--- src/rtl/traffic_pkg.sv ---
// Shared light and phase codes for the intersection controller.
// Also used by the SSD state digit and light decoders.
package traffic_pkg;

    localparam int CNT_W = 8;

    typedef enum logic [1:0] {
        LIGHT_G  = 2'd0,
        LIGHT_YW = 2'd1,
        LIGHT_R  = 2'd2
    } light_e;

    typedef enum logic [2:0] {
        HG  = 3'd0,
        HY  = 3'd1,
        AR1 = 3'd2,
        FG  = 3'd3,
        FY  = 3'd4,
        AR2 = 3'd5
    } phase_e;

    function automatic light_e hy_light(input phase_e p);
        case (p)
            HG:      return LIGHT_G;
            HY:      return LIGHT_YW;
            default: return LIGHT_R;
        endcase
    endfunction

    function automatic light_e fr_light(input phase_e p);
        case (p)
            FG:      return LIGHT_G;
            FY:      return LIGHT_YW;
            default: return LIGHT_R;
        endcase
    endfunction

endpackage

--- src/rtl/phase_timer.sv ---
// Loadable down counter advancing on the 1 Hz enable.
// Saturates at zero; expired marks a Tick seen at zero.
module phase_timer
    import traffic_pkg::*;
#(
    parameter logic [CNT_W-1:0] RST_VAL = '0
) (
    input  logic             Clk,
    input  logic             Reset,
    input  logic             Tick,
    input  logic             load,
    input  logic [CNT_W-1:0] load_val,
    output logic [CNT_W-1:0] count,
    output logic             expired
);

    logic [CNT_W-1:0] cnt_q;
    logic [CNT_W-1:0] cnt_d;

    // load wins over countdown; hold at zero
    always_comb begin
        cnt_d = cnt_q;
        if (load) begin
            cnt_d = load_val;
        end else if (Tick && (cnt_q != '0)) begin
            cnt_d = cnt_q - 1'b1;
        end
    end

    // counter register, synchronous active-low reset
    always_ff @(posedge Clk) begin
        if (!Reset) begin
            cnt_q <= RST_VAL;
        end else begin
            cnt_q <= cnt_d;
        end
    end

    assign count   = cnt_q;
    assign expired = Tick && (cnt_q == '0);

endmodule

--- src/rtl/phase_scheduler.sv ---
// Highway/farm-road phase sequencer with pedestrian and
// emergency pre-empt arbitration; all outputs registered.
module phase_scheduler
    import traffic_pkg::*;
#(
    parameter int MIN_GREEN_HY = 10,
    parameter int MAX_GREEN_FR = 15,
    parameter int YELLOW       = 5,
    parameter int ALL_RED      = 2,
    parameter int WALK         = 8
) (
    input  logic       Clk,
    input  logic       Reset,
    input  logic       Tick,
    input  logic       FarmReq,
    input  logic       PedBtn,
    input  logic       EmgReq,
    output logic [1:0] hy,
    output logic [1:0] fr,
    output logic [2:0] state,
    output logic [7:0] count,
    output logic       PedWalk
);

    phase_e     state_q, state_d;
    light_e     hy_q, hy_d;
    light_e     fr_q, fr_d;
    logic       ped_pend_q, ped_pend_d;
    logic       ped_walk_q, ped_walk_d;

    logic [CNT_W-1:0] ph_cnt;
    logic [CNT_W-1:0] ph_val;
    logic             ph_exp;
    logic             ph_load;
    logic [CNT_W-1:0] wk_cnt;
    logic             wk_exp;
    logic             wk_load;
    logic             fg_entry;
    logic             served;
    logic             unused_wk;

    function automatic logic [CNT_W-1:0] dur_m1(input phase_e p);
        case (p)
            HY, FY:   return CNT_W'(YELLOW - 1);
            AR1, AR2: return CNT_W'(ALL_RED - 1);
            FG:       return CNT_W'(MAX_GREEN_FR - 1);
            default:  return CNT_W'(MIN_GREEN_HY - 1);
        endcase
    endfunction

    phase_timer #(
        .RST_VAL (CNT_W'(MIN_GREEN_HY - 1))
    ) u_phase (
        .Clk      (Clk),
        .Reset    (Reset),
        .Tick     (Tick),
        .load     (ph_load),
        .load_val (ph_val),
        .count    (ph_cnt),
        .expired  (ph_exp)
    );

    phase_timer #(
        .RST_VAL ('0)
    ) u_walk (
        .Clk      (Clk),
        .Reset    (Reset),
        .Tick     (Tick),
        .load     (wk_load),
        .load_val (CNT_W'(WALK - 1)),
        .count    (wk_cnt),
        .expired  (wk_exp)
    );

    // walk length is only needed through its expiry flag
    assign unused_wk = ^wk_cnt;

    // next phase: emergency first, then expiry/gap-out, then requests
    always_comb begin
        state_d = state_q;
        case (state_q)
            HG: begin
                if (ph_exp && (FarmReq || ped_pend_q) && !EmgReq)
                    state_d = HY;
            end
            HY: begin
                if (ph_exp) state_d = AR1;
            end
            AR1: begin
                if (ph_exp) state_d = EmgReq ? AR2 : FG;
            end
            FG: begin
                if (ph_exp || (Tick && (EmgReq ||
                    (!FarmReq && !ped_walk_q))))
                    state_d = FY;
            end
            FY: begin
                if (ph_exp) state_d = AR2;
            end
            AR2: begin
                if (ph_exp) state_d = HG;
            end
            default: state_d = HG;
        endcase
    end

    // timer reloads, pedestrian latch/walk, and light codes
    always_comb begin
        ph_load    = (state_d != state_q);
        ph_val     = dur_m1(state_d);
        fg_entry   = (state_d == FG) && (state_q != FG);
        served     = ped_pend_q || PedBtn;
        ped_pend_d = fg_entry ? 1'b0 : served;
        wk_load    = fg_entry && served;
        ped_walk_d = ped_walk_q;
        if (wk_exp) ped_walk_d = 1'b0;
        if (state_d != FG) ped_walk_d = 1'b0;
        if (fg_entry) ped_walk_d = served;
        hy_d = hy_light(state_d);
        fr_d = fr_light(state_d);
    end

    // phase and output register
    always_ff @(posedge Clk) begin
        if (!Reset) begin
            state_q    <= HG;
            hy_q       <= LIGHT_G;
            fr_q       <= LIGHT_R;
            ped_pend_q <= 1'b0;
            ped_walk_q <= 1'b0;
        end else begin
            state_q    <= state_d;
            hy_q       <= hy_d;
            fr_q       <= fr_d;
            ped_pend_q <= ped_pend_d;
            ped_walk_q <= ped_walk_d;
        end
    end

    assign hy      = hy_q;
    assign fr      = fr_q;
    assign state   = state_q;
    assign count   = ph_cnt;
    assign PedWalk = ped_walk_q;

endmodule
--- config.mk ---
export PLATFORM = sky130hd
export DESIGN_NAME = phase_scheduler
export DESIGN_NICKNAME = d
export VERILOG_FILES = /design/src/rtl/traffic_pkg.sv /design/src/rtl/phase_timer.sv /design/src/rtl/phase_scheduler.sv
export SDC_FILE = /design/constraint.sdc
export NUM_CORES = 1
export LEC_CHECK = 0
export CORE_MARGIN = 2
export CORE_UTILIZATION = 47
export DETAILED_ROUTE_END_ITERATION = 8
export PLACE_DENSITY_LB_ADDON = 0.2
export RECOVER_POWER = 100
export SLEW_MARGIN = 25
export SYNTH_ARGS = -nofsm -noshare
export SYNTH_HDL_FRONTEND = slang
export SYNTH_SLANG_ARGS = --single-unit
--- constraint.sdc ---
create_clock -name Clk -period 2 [get_ports Clk]
set_input_delay 0.3 -clock Clk [delete_from_list [all_inputs] [get_ports Clk]]
set_output_delay 0.3 -clock Clk [all_outputs]
set_load 0.02 [all_outputs]
==> flow_summary_export.csv, run 1 <==
group,metric,value,unit
route,wirelength_met1,1368,um
yosys,ys.flop_type,"dfxtp_1",
yosys,synth-edff-count,0,
route,routed_wl,3184,um
final_layout,fillCellCount,222,
final_layout,area_growth_syn_to_layout,40.69,%
yosys,synthAdderAreaFrac,3.742,%
placed_design,place_area,1787,um^2
setup_path,path_cells,"inv_4, ha_4, nor4b_4, and3_4, nor4b_4, a211oi_4, o2111ai_2, and2_1",
sta,slew_headroom,68.60,%
setup_path,rr_worst_depth,8,
setup_path,r2r-start,"u_phase.count[0]$_SDFFE_PN1P_",
setup_path,r2r_slack,-0.08,ns
clock_network,clock_latency,0.32,ns
global_route,grt_pass1_vias,1193,
route,vias,1292,
clock_network,cts_root_buf,"clkbuf_4",
route,first_pass_iters,5,
yosys,syn_inst,152,
clock_network,htreeDepth,1,
global_route,grt_max_degree,16,
yosys,synth_warnings,0,
worst_hold_path,hold_path.startpoint,"u_walk.count[7]$_SDFFE_PP0P_",
global_route,grt_first_pass_wirelength,5354,um
setup_path,slowest_delay,0.44,ns
yosys,ys_seq_elements,25,
setup_path,crit_slowest_cell,"a211oi_4",
final_layout,diodes,0,
floorplanning,dieArea,3288,um^2
floorplanning,rows,19,
sta,fin_crit,2.084,ns
route,highest_layer,"met4",
power_and_ir_drop,irDropWorstVdd,0.8493,mV
setup_path,crit_fanout,8,
yosys,synth.area.mux_share,0.7484,%
sta,finalCritPeriodShare,104.2,%
sta,clock_skew,0.002524,ns
yosys,ys_async_sr_fraction,0,%
clock_network,cts.sinks,25,
setup_path,cpMostUsedCell,"nor4b_4",
global_route,grt_usage,20.59,%
floorplanning,initial_utilization,48.92,%
route,detail-route-antenna-nets,0,
sta,tightest_slew,0.4695,ns
setup_path,rr_endpoint,"hy[1]$_SDFF_PN0_",
yosys,syn-num-nets,162,
final_layout,layout.nets,213,
power_and_ir_drop,leakagePower,0.8108,nW
sta,rsz0062_at_grt,"yes",
route,wl_met2,1565,um
final_layout,layoutNonFillerInstCount,233,
final_layout,final_common_cell,"buf_4",
yosys,synth_top_family_by_area,"simple AND/OR/NAND/NOR gates",
setup_path,path_class,"flop to flop",
final_layout,drive_gt1_share,26.24,%
yosys,synthSimpleGateAreaFrac,27.69,%
clock_network,cts_made_buffers,3,
floorplanning,io_pins,22,
setup_path,cp.arrival,2.32,ns
route,wl_per_cell,13.67,um
yosys,syn_avg_cell_area,8.800,um^2
yosys,synth.distinct_cells,44,
route,first_iter_violations,41,
route,met3_length,180,um
placed_design,gp_congestion,0.8690,
floorplanning,core,2734,um^2
yosys,seq_area_frac_synth,37.42,%
clock_network,cts_buffer_depth,2,
placed_design,numPortBuffers,21,
yosys,synth-xor-area-share,8.513,%
sta,finalHoldViolCount,0,
power_and_ir_drop,power.density,780.1,nW/um^2
sta,setup_viol_count_final,11,
sta,fmax,0.4798,GHz
route,viasPerCell,5.545,
final_layout,layout_common_cells,"buf_4 (29), dfxtp_1 (23), nor2_1 (21), dlygate4sd3_1 (16), nand2_1 (10)",
worst_hold_path,hold_class,"flop to flop",
worst_hold_path,min_to,"u_walk.count[7]$_SDFFE_PP0P_",
flow_run,cap_violations,0,
yosys,syn_area,1338,um^2
outcome,status,"finished with violations",
global_route,antenna_found_initial,0,
final_layout,design_area,1882,um^2
sta,fin_setup_tns,-0.3530,ns
setup_path,cp-startpoint,"u_phase.count[0]$_SDFFE_PN1P_",
placed_design,placed_cells,225,
clock_network,clk_pin_slew,0.15,ns
setup_path,end_kind,"flop",
final_layout,utilization,68.83,%
sta,slew_violations,0,
yosys,synth_compound_area_share,18.43,%
worst_hold_path,holdPathStages,2,
global_route,grt.overflow.total,0,
sta,worst_slack,-0.08427,ns
clock_network,cts_tree,"yes",
floorplanning,die_h,57.35,um
setup_path,cp.required,2.24,ns
route,route.detailed.drc,0,
setup_path,worst_setup_path_start_kind,"flop",
floorplanning,die_w,57.35,um
outcome,violations,"setup timing",
placed_design,place_hpwl,2401,um
-- Yosys cell counts, drive strengths merged (2+ instances only) --
library cell,n,area [um^2]
dfxtp,25,500.5
nor2,21,78.83
nand2,11,41.29
xnor2,7,61.31
a21oi,6,33.78
inv,6,22.52
nor3,6,35.03
xor2,6,52.55
and2,5,32.53
nand3,5,25.02
a31oi,4,25.02
ha,4,50.05
nor4,4,31.28
o21a,4,30.03
a211oi,3,35.03
and3,3,18.77
clkbuf,3,11.26
nand2b,3,26.27
o21ai,3,15.01
buf,2,12.51
nand4b,2,17.52
nor4b,2,30.03
o211ai,2,15.01
o21bai,2,15.01
-- area by class of cell --
type | count | area (um^2) | share of cell area, %
clock inverter | 1 | 7.507 | 0.3989
tap | 31 | 38.79 | 2.061
clock buffer | 3 | 22.52 | 1.197
multi-input combinational | 116 | 844.6 | 44.88
timing repair buffer | 51 | 432.9 | 23.01
sequential | 25 | 508.0 | 26.99
inverter | 6 | 27.53 | 1.463
-- where the power goes --
part           switching [mW]  internal [mW]  leakage, nW
clock network           0.165         0.0764       0.0139
logic                   0.288          0.289        0.592
registers              0.0738          0.576        0.205
-- metrics by stage --
stage / hold slack (ns) / worst slack, ns / power, mW
floorplan: 0.4299 / -0.03746 / 1.049
global placement: 0.4975 / -0.1835 / 1.199
detailed placement: 0.5314 / -0.2254 / 1.215
CTS: 0.5605 / -0.009866 / 1.469
global route: 0.6014 / -0.1516 / 1.572
finish: 0.5609 / -0.08427 / 1.468
-- routing by layer --
layer  track usage [%]  up-vias
met2             33.44       44
met5                 0        -
li1                  -      638
met3             3.628        9
met4             8.638        0
met1             26.96      601
-- critical path: cells and delay by family, from the launching register on --
kind | cells | cell delay (ns)
AO/OA/AOI/OAI | 2 | 0.63
buffers and inverters | 1 | 0.06
flip-flops | 1 | 0.38
adder cells (fa/ha/maj) | 1 | 0.12
AND/OR/NAND/NOR | 4 | 0.80
-- sequential cells by signal, indices dropped and copies added (netlist names) --
name / cells
PedWalk: 1
u_phase.count: 8
state: 3
hy: 2
fr: 2
ped_pend_q: 1
u_walk.count: 8
-- worst max path at each step --
stage | end | slack (ns) | cells past startpoint
floorplan | hy[1]$_SDFF_PN0_ | -0.04 | 9
CTS | hy[1]$_SDFF_PN0_ | -0.01 | 8
global placement | hy[1]$_SDFF_PN0_ | -0.18 | 6
global route | hy[1]$_SDFF_PN0_ | -0.15 | 8
detailed placement | u_phase.count[2]$_SDFFE_PN0P_ | -0.23 | 7
finish | hy[1]$_SDFF_PN0_ | -0.08 | 8
-- repair_timing --
item / in CTS / in global routing
endpoints found under the setup margin: 20 / 19
hold buffers: 0 / 0
setup buffers: 3 / 1
pin swaps: 7 / 8
resized for setup: 6 / 3
-- cell families after synthesis --
kind of cell	count (synthesis)
simple gates	67
compound gates	31
flops	25
xor+xnor	13
buf+inv	11
fa+ha+maj	4
mux	1
No activity file was read; power rests on OpenSTA's default activity.
==> run 2, diff against run 1 <==
CORE_UTILIZATION = 55   (was 47)
SYNTH_HIERARCHICAL = 1   (was not set)
clock period = 2.6 ns   (was 2 ns; I/O delays follow)
==> flow_summary_export.csv, run 2 <==
group,metric,value,unit
outcome,status,"finished, final reports clean",
global_route,antenna_found_initial,0,
sta,finalHoldViolCount,0,
floorplanning,die_w,57.39,um
final_layout,fillCellCount,220,
yosys,synth-edff-count,0,
worst_hold_path,hold_class,"flop to flop",
power_and_ir_drop,p_total,1.166,mW
sta,setup_viol_count_final,0,
global_route,grt_pass1_vias,1513,
placed_design,gp_congestion,1.010,
final_layout,diodes,0,
yosys,synth.distinct_cells,55,
route,first_iter_violations,81,
sta,fin_crit,2.598,ns
power_and_ir_drop,irDropWorstVdd,0.7151,mV
sta,fmax,0.3849,GHz
floorplanning,io_pins,22,
clock_network,cts_hold_buf,0,
global_route,grtUsageMet1,34.47,%
setup_path,rr_worst_depth,10,
sta,finalCritPeriodShare,99.93,%
flow_run,cap_violations,0,
placed_design,numPortBuffers,21,
route,viasPerCell,6.176,
final_layout,final_common_cell,"dfxtp_1",
sta,fin_setup_tns,0,ns
setup_path,r2r-start,"u_phase/count[4]$_SDFFE_PN0P_",
clock_network,cts_made_buffers,3,
final_layout,layout_common_cells,"dfxtp_1 (22), buf_4 (19), o21ai_0 (15), dlygate4sd3_1 (14)",
sta,tightest_slew,0.7681,ns
floorplanning,rows,19,
final_layout,utilization,73.41,%
yosys,synth_common_cells,"dfxtp_1 (25), o21ai_0 (16), a21oi_1 (13), nand3_1 (11)",
power_and_ir_drop,power.density,581.1,nW/um^2
clock_network,cts_buffer_depth,2,
yosys,ys.flop_type,"dfxtp_1",
worst_hold_path,hold_path.startpoint,"u_walk/count[6]$_SDFFE_PN0P_",
final_layout,design_area,2007,um^2
global_route,top_usage_layer,"met2",
floorplanning,core,2734,um^2
sta,worst_slack,0.001852,ns
setup_path,path_class,"flop to flop",
global_route,grtUsageMet2,45.29,%
yosys,ys_async_sr_fraction,0,%
clock_network,cts_tree,"yes",
route,first_pass_iters,4,
yosys,synth_most_common_cell,"dfxtp_1",
route,wl_per_cell,15.34,um
worst_hold_path,holdPathStages,2,
placed_design,dpl_worst_slack,-0.2231,ns
floorplanning,die_h,57.39,um
setup_path,rr_endpoint,"u_walk/count[7]$_SDFFE_PN0P_",
setup_path,r2r_slack,0.002,ns
route,route.detailed.drc,0,
yosys,yosysTopAreaCell,"dfxtp_1",
final_layout,multi_input_area,1027,um^2
global_route,met3_usage,2.721,%
clock_network,clk_pin_slew,0.15,ns
final_layout,drive_gt1_share,19.09,%
setup_path,end_kind,"flop",
sta,slew_violations,0,
setup_path,cp.required,2.88,ns
setup_path,worst_setup_path_start_kind,"flop",
sta,slew_headroom,48.66,%
power_and_ir_drop,leakagePower,0.8215,nW
yosys,syn_area,1568,um^2
final_layout,seqCellArea,509.2,um^2
placed_design,place_hpwl,3009,um
worst_hold_path,min_to,"u_walk/count[6]$_SDFFE_PN0P_",
setup_path,cp.arrival,2.88,ns
clock_network,cts_root_buf,"clkbuf_4",
route,detail-route-antenna-nets,0,
route,routed_wl,4172,um
placed_design,placed_cells,267,
yosys,synth_top_area_share,31.92,%
yosys,syn_inst,197,
global_route,grt_max_degree,29,
final_layout,area_growth_syn_to_layout,28.01,%
placed_design,place_area,1951,um^2
yosys,seq_area_frac_synth,31.92,%
route,vias,1680,
yosys,synth.area.top_cells,"dfxtp_1 (32%), o21ai_0 (5.1%), a21oi_1 (4.2%), nand3_1 (3.5%), a31oi_1 (3.2%)",
yosys,syn_avg_cell_area,7.958,um^2
global_route,grt_first_pass_wirelength,6837,um
yosys,ys_seq_elements,25,
clock_network,htreeDepth,1,
sta,hold_ws,0.5574,ns
sta,clock_skew,0.01065,ns
final_layout,layoutNonFillerInstCount,272,
sta,rsz0062_at_grt,"yes",
global_route,grt.overflow.total,0,
global_route,grt_usage,26.25,%
floorplanning,initial_utilization,57.35,%
setup_path,crit_fanout,4,
final_layout,layout.nets,250,
floorplanning,dieArea,3294,um^2
clock_network,clock_latency,0.32,ns
clock_network,cts.sinks,25,
yosys,synth_warnings,6,
-- run 2: changes by cell type in the layout (fill, tap and decap cells not counted), sizes merged, moves of 6 or more --
| cell | before | now |
|---|---|---|
| a21oi | 6 | 14 |
| buf | 29 | 19 |
| conb | 0 | 13 |
| inv | 6 | 13 |
| nand3 | 5 | 11 |
| nor2 | 21 | 10 |
| nor2b | 1 | 7 |
| o21ai | 3 | 16 |
| xnor2 | 7 | 1 |
| xor2 | 6 | 0 |
-- run 2: how the worst max path moves through the flow --
| stage | depth (start not counted) | startpoint | to |
|---|---|---|---|
| global placement | 11 | Tick | u_walk/count[7]$_SDFFE_PN0P_ |
| global route | 10 | u_phase/count[4]$_SDFFE_PN0P_ | u_walk/count[7]$_SDFFE_PN0P_ |
| CTS | 10 | u_phase/count[4]$_SDFFE_PN0P_ | u_walk/count[7]$_SDFFE_PN0P_ |
| floorplan | 12 | u_phase/count[4]$_SDFFE_PN0P_ | u_walk/count[7]$_SDFFE_PN0P_ |
| detailed placement | 11 | Tick | u_walk/count[7]$_SDFFE_PN0P_ |
| finish | 10 | u_phase/count[4]$_SDFFE_PN0P_ | u_walk/count[7]$_SDFFE_PN0P_ |
-- run 2: cells by family after synthesis --
kind of cell / Yosys count / synth area share, %
AND/OR/NAND/NOR: 75 / 28.49
other: 2 / 0.4790
buffers and inverters: 24 / 6.785
adder cells (fa/ha/maj): 2 / 1.596
AO/OA/AOI/OAI: 63 / 26.90
multiplexers: 5 / 3.272
XOR/XNOR: 1 / 0.5588
flip-flops: 25 / 31.92
-- run 2: layout make-up --
class | count | area share [%]
clock buffers | 3 | 1.122
clock inverters | 1 | 0.2494
inverters | 13 | 2.556
multi-input cells | 159 | 51.18
flip-flops and latches | 25 | 25.37
well taps | 31 | 1.933
repair buffers | 40 | 17.58
-- run 2: worst max-delay path, cell delays in order, from the launching register on --
cell,delay (ns)
dfxtp_4,0.37
or4_4,0.55
nor3_4,0.20
o21a_1,0.19
a311o_1,0.16
a21oi_2,0.08
nand2_2,0.10
nor2_2,0.05
or3b_4,0.38
or4_4,0.42
nand3_2,0.08
-- run 2: routing by layer --
metal / share of wire [%] / vias to the layer above
met4: 1.4 / 0
met5: 0 / -
met1: 44 / 799
met2: 50 / 62
li1: - / 811
met3: 4.1 / 8
-- run 2: timing repair --
| action | in CTS | in global routing |
|---|---|---|
| buffers inserted | 0 | 1 |
| gates resized for setup | 2 | 6 |
| endpoints found under the setup margin | 1 | 8 |
-- run 2: power by group --
group / switching [mW] / internal [mW]
registers: 0.0743 / 0.440
logic: 0.260 / 0.215
clock network: 0.120 / 0.0576
==> run 3, diff against run 2 <==
CORE_UTILIZATION = 54   (was 55)
SLEW_MARGIN = 0   (was 25)
clock period = 2.7 ns   (was 2.6 ns; I/O delays follow)
==> flow_summary_export.csv, run 3 (synthesis gave the netlist of run 2 again) <==
group,metric,value,unit
setup_path,rr_worst_depth,10,
setup_path,r2r_slack,-0.004,ns
clock_network,cts_made_buffers,3,
floorplanning,die_w,57.88,um
floorplanning,die_h,57.88,um
placed_design,numPortBuffers,21,
final_layout,diodes,0,
setup_path,crit_slowest_cell,"or4_4",
sta,worst_slack,-0.004365,ns
global_route,antenna_found_initial,0,
clock_network,htreeDepth,1,
final_layout,layout.nets,254,
outcome,violations,"setup timing",
setup_path,cp.arrival,2.98,ns
route,viasPerCell,5.975,
route,first_pass_iters,4,
setup_path,path_buf_inv,0,
global_route,grt.overflow.total,0,
floorplanning,io_pins,22,
clock_network,cts_root_buf,"clkbuf_4",
sta,slew_headroom,53.90,%
worst_hold_path,min_to,"u_walk/count[6]$_SDFFE_PN0P_",
route,first_iter_violations,85,
setup_path,cp.required,2.98,ns
final_layout,layout_common_cells,"dfxtp_1 (23), buf_4 (23), o21ai_0 (16)",
placed_design,dpl_worst_slack,-0.08927,ns
placed_design,gp_congestion,0.9586,
global_route,grt_max_degree,29,
setup_path,path_cells,"or4_4, nor3_4, o21a_1, a311o_1, a21oi_2, nand2_2, nor2_2, or3b_4, or4_4, nand3_2",
floorplanning,initial_utilization,56.85,%
worst_hold_path,hold_class,"flop to flop",
sta,fmax,0.3698,GHz
sta,finalHoldViolCount,0,
sta,setup_viol_count_final,1,
sta,fin_crit,2.704,ns
final_layout,layoutNonFillerInstCount,276,
power_and_ir_drop,irDropWorstVdd,0.7452,mV
global_route,grt_usage,25.73,%
final_layout,drive_gt1_share,19.59,%
floorplanning,core,2758,um^2
placed_design,place_hpwl,2939,um
global_route,grt_pass1_vias,1577,
flow_run,cap_violations,0,
outcome,status,"finished with violations",
setup_path,worst_setup_path_start_kind,"flop",
setup_path,slowest_delay,0.57,ns
power_and_ir_drop,leakagePower,0.8362,nW
floorplanning,dieArea,3350,um^2
sta,slew_violations,0,
power_and_ir_drop,power.density,550.8,nW/um^2
clock_network,cts_buffer_depth,2,
sta,finalCritPeriodShare,100.2,%
placed_design,placed_cells,268,
setup_path,end_kind,"flop",
route,route.detailed.drc,0,
setup_path,cpMostUsedCell,"or4_4",
sta,rsz0062_at_grt,"yes",
final_layout,fillCellCount,222,
setup_path,r2r-start,"u_phase/count[3]$_SDFFE_PN1P_",
route,routed_wl,4046,um
setup_path,rr_endpoint,"u_walk/count[7]$_SDFFE_PN0P_",
route,wl_per_cell,14.66,um
setup_path,critical-path-top-delay-family,"simple AND/OR/NAND/NOR gates",
sta,clock_skew,0.01155,ns
clock_network,clk_pin_slew,0.15,ns
setup_path,path_class,"flop to flop",
route,vias,1649,
setup_path,crit_fanout,5,
worst_hold_path,holdPathStages,2,
floorplanning,rows,19,
route,detail-route-antenna-nets,0,
clock_network,clock_latency,0.32,ns
clock_network,cts_tree,"yes",
global_route,grt_first_pass_wirelength,6831,um
clock_network,cts.sinks,25,
final_layout,area_growth_syn_to_layout,29.85,%
worst_hold_path,hold_path.startpoint,"u_walk/count[6]$_SDFFE_PN0P_",
sta,tightest_slew,0.6897,ns
==> run 3: changes by cell type in the layout (fill, tap and decap cells not counted) <==
cell / delta
buf_4: +4
and2_0: -1
and2_1: +1
clkdlybuf4s50_1: +1
dfxtp_1: +1
dfxtp_2: -1
dlygate4sd3_1: -1
inv_1: +1
inv_2: -1
o21ai_0: +1
o21ai_1: -1
==> run 3: what timing repair did <==
item | CTS | global route
endpoints found under the setup margin | 0 | 1
buffers inserted | 0 | 4
hold buffers | 0 | 0
resized for setup | 0 | 5
==> run 3: area by class of cell <==
class                      instances  area (um^2)  area share (%)
sequential                        25        508.0           24.95
multi-input combinational        159         1027           50.46
inverter                          13        51.30           2.520
clock inverter                     1        5.005          0.2459
clock buffer                       3        22.52           1.106
tap                               31        38.79           1.905
timing repair buffer              44        382.9           18.81
==> run 3: stage by stage <==
| stage | TNS (ns) | utilization (%) | power [mW] | cell area (um^2) | hold WS [ns] |
|---|---|---|---|---|---|
| final | -0.004365 | 73.82 | 1.121 | 2036 | 0.5473 |
| after floorplan | -0.06919 | - | 0.8170 | 1624 | 0.4829 |
| after CTS | 0 | 72.01 | 1.095 | 1986 | 0.5451 |
| after detailed placement | -0.08927 | 71.01 | 0.9230 | 1958 | 0.5235 |
| after global routing | -0.1126 | 73.82 | 1.192 | 2036 | 0.5821 |
| after global placement | -0.05651 | 71.01 | 0.9081 | 1958 | 0.5018 |
==> run 3: how the worst max path moves through the flow <==
| stage | startpoint | end | slack [ns] | cells after the start |
|---|---|---|---|---|
| final | u_phase/count[3]$_SDFFE_PN1P_ | u_walk/count[7]$_SDFFE_PN0P_ | -0.004 | 10 |
| after global routing | u_phase/count[3]$_SDFFE_PN1P_ | u_walk/count[7]$_SDFFE_PN0P_ | -0.11 | 10 |
| after CTS | u_phase/count[4]$_SDFFE_PN0P_ | u_walk/count[7]$_SDFFE_PN0P_ | 0.03 | 10 |
| after detailed placement | Tick | u_walk/count[7]$_SDFFE_PN0P_ | -0.09 | 11 |
| after global placement | Tick | u_walk/count[7]$_SDFFE_PN0P_ | -0.06 | 11 |
| after floorplan | u_phase/count[4]$_SDFFE_PN0P_ | u_walk/count[7]$_SDFFE_PN0P_ | -0.07 | 12 |
==> run 3: metal layers <==
metal | wire (um) | GRT usage, %
met5 | 0 | 0
met4 | 53 | 7.973
met3 | 189 | 4.241
met2 | 1971 | 43.34
met1 | 1832 | 33.75
==> run 3: tightest hold or removal path, cell delays in order, from the launching register on <==
cell     delay [ns]
dfxtp_1        0.37
o31ai_1        0.07
a31oi_1        0.08
==> run 3: power by group <==
part / internal [mW] / switching (mW) / leakage, nW / total, mW
combinational: 0.205 / 0.244 / 0.614 / 0.450
sequential: 0.423 / 0.0738 / 0.204 / 0.497
clock: 0.0554 / 0.120 / 0.0177 / 0.175
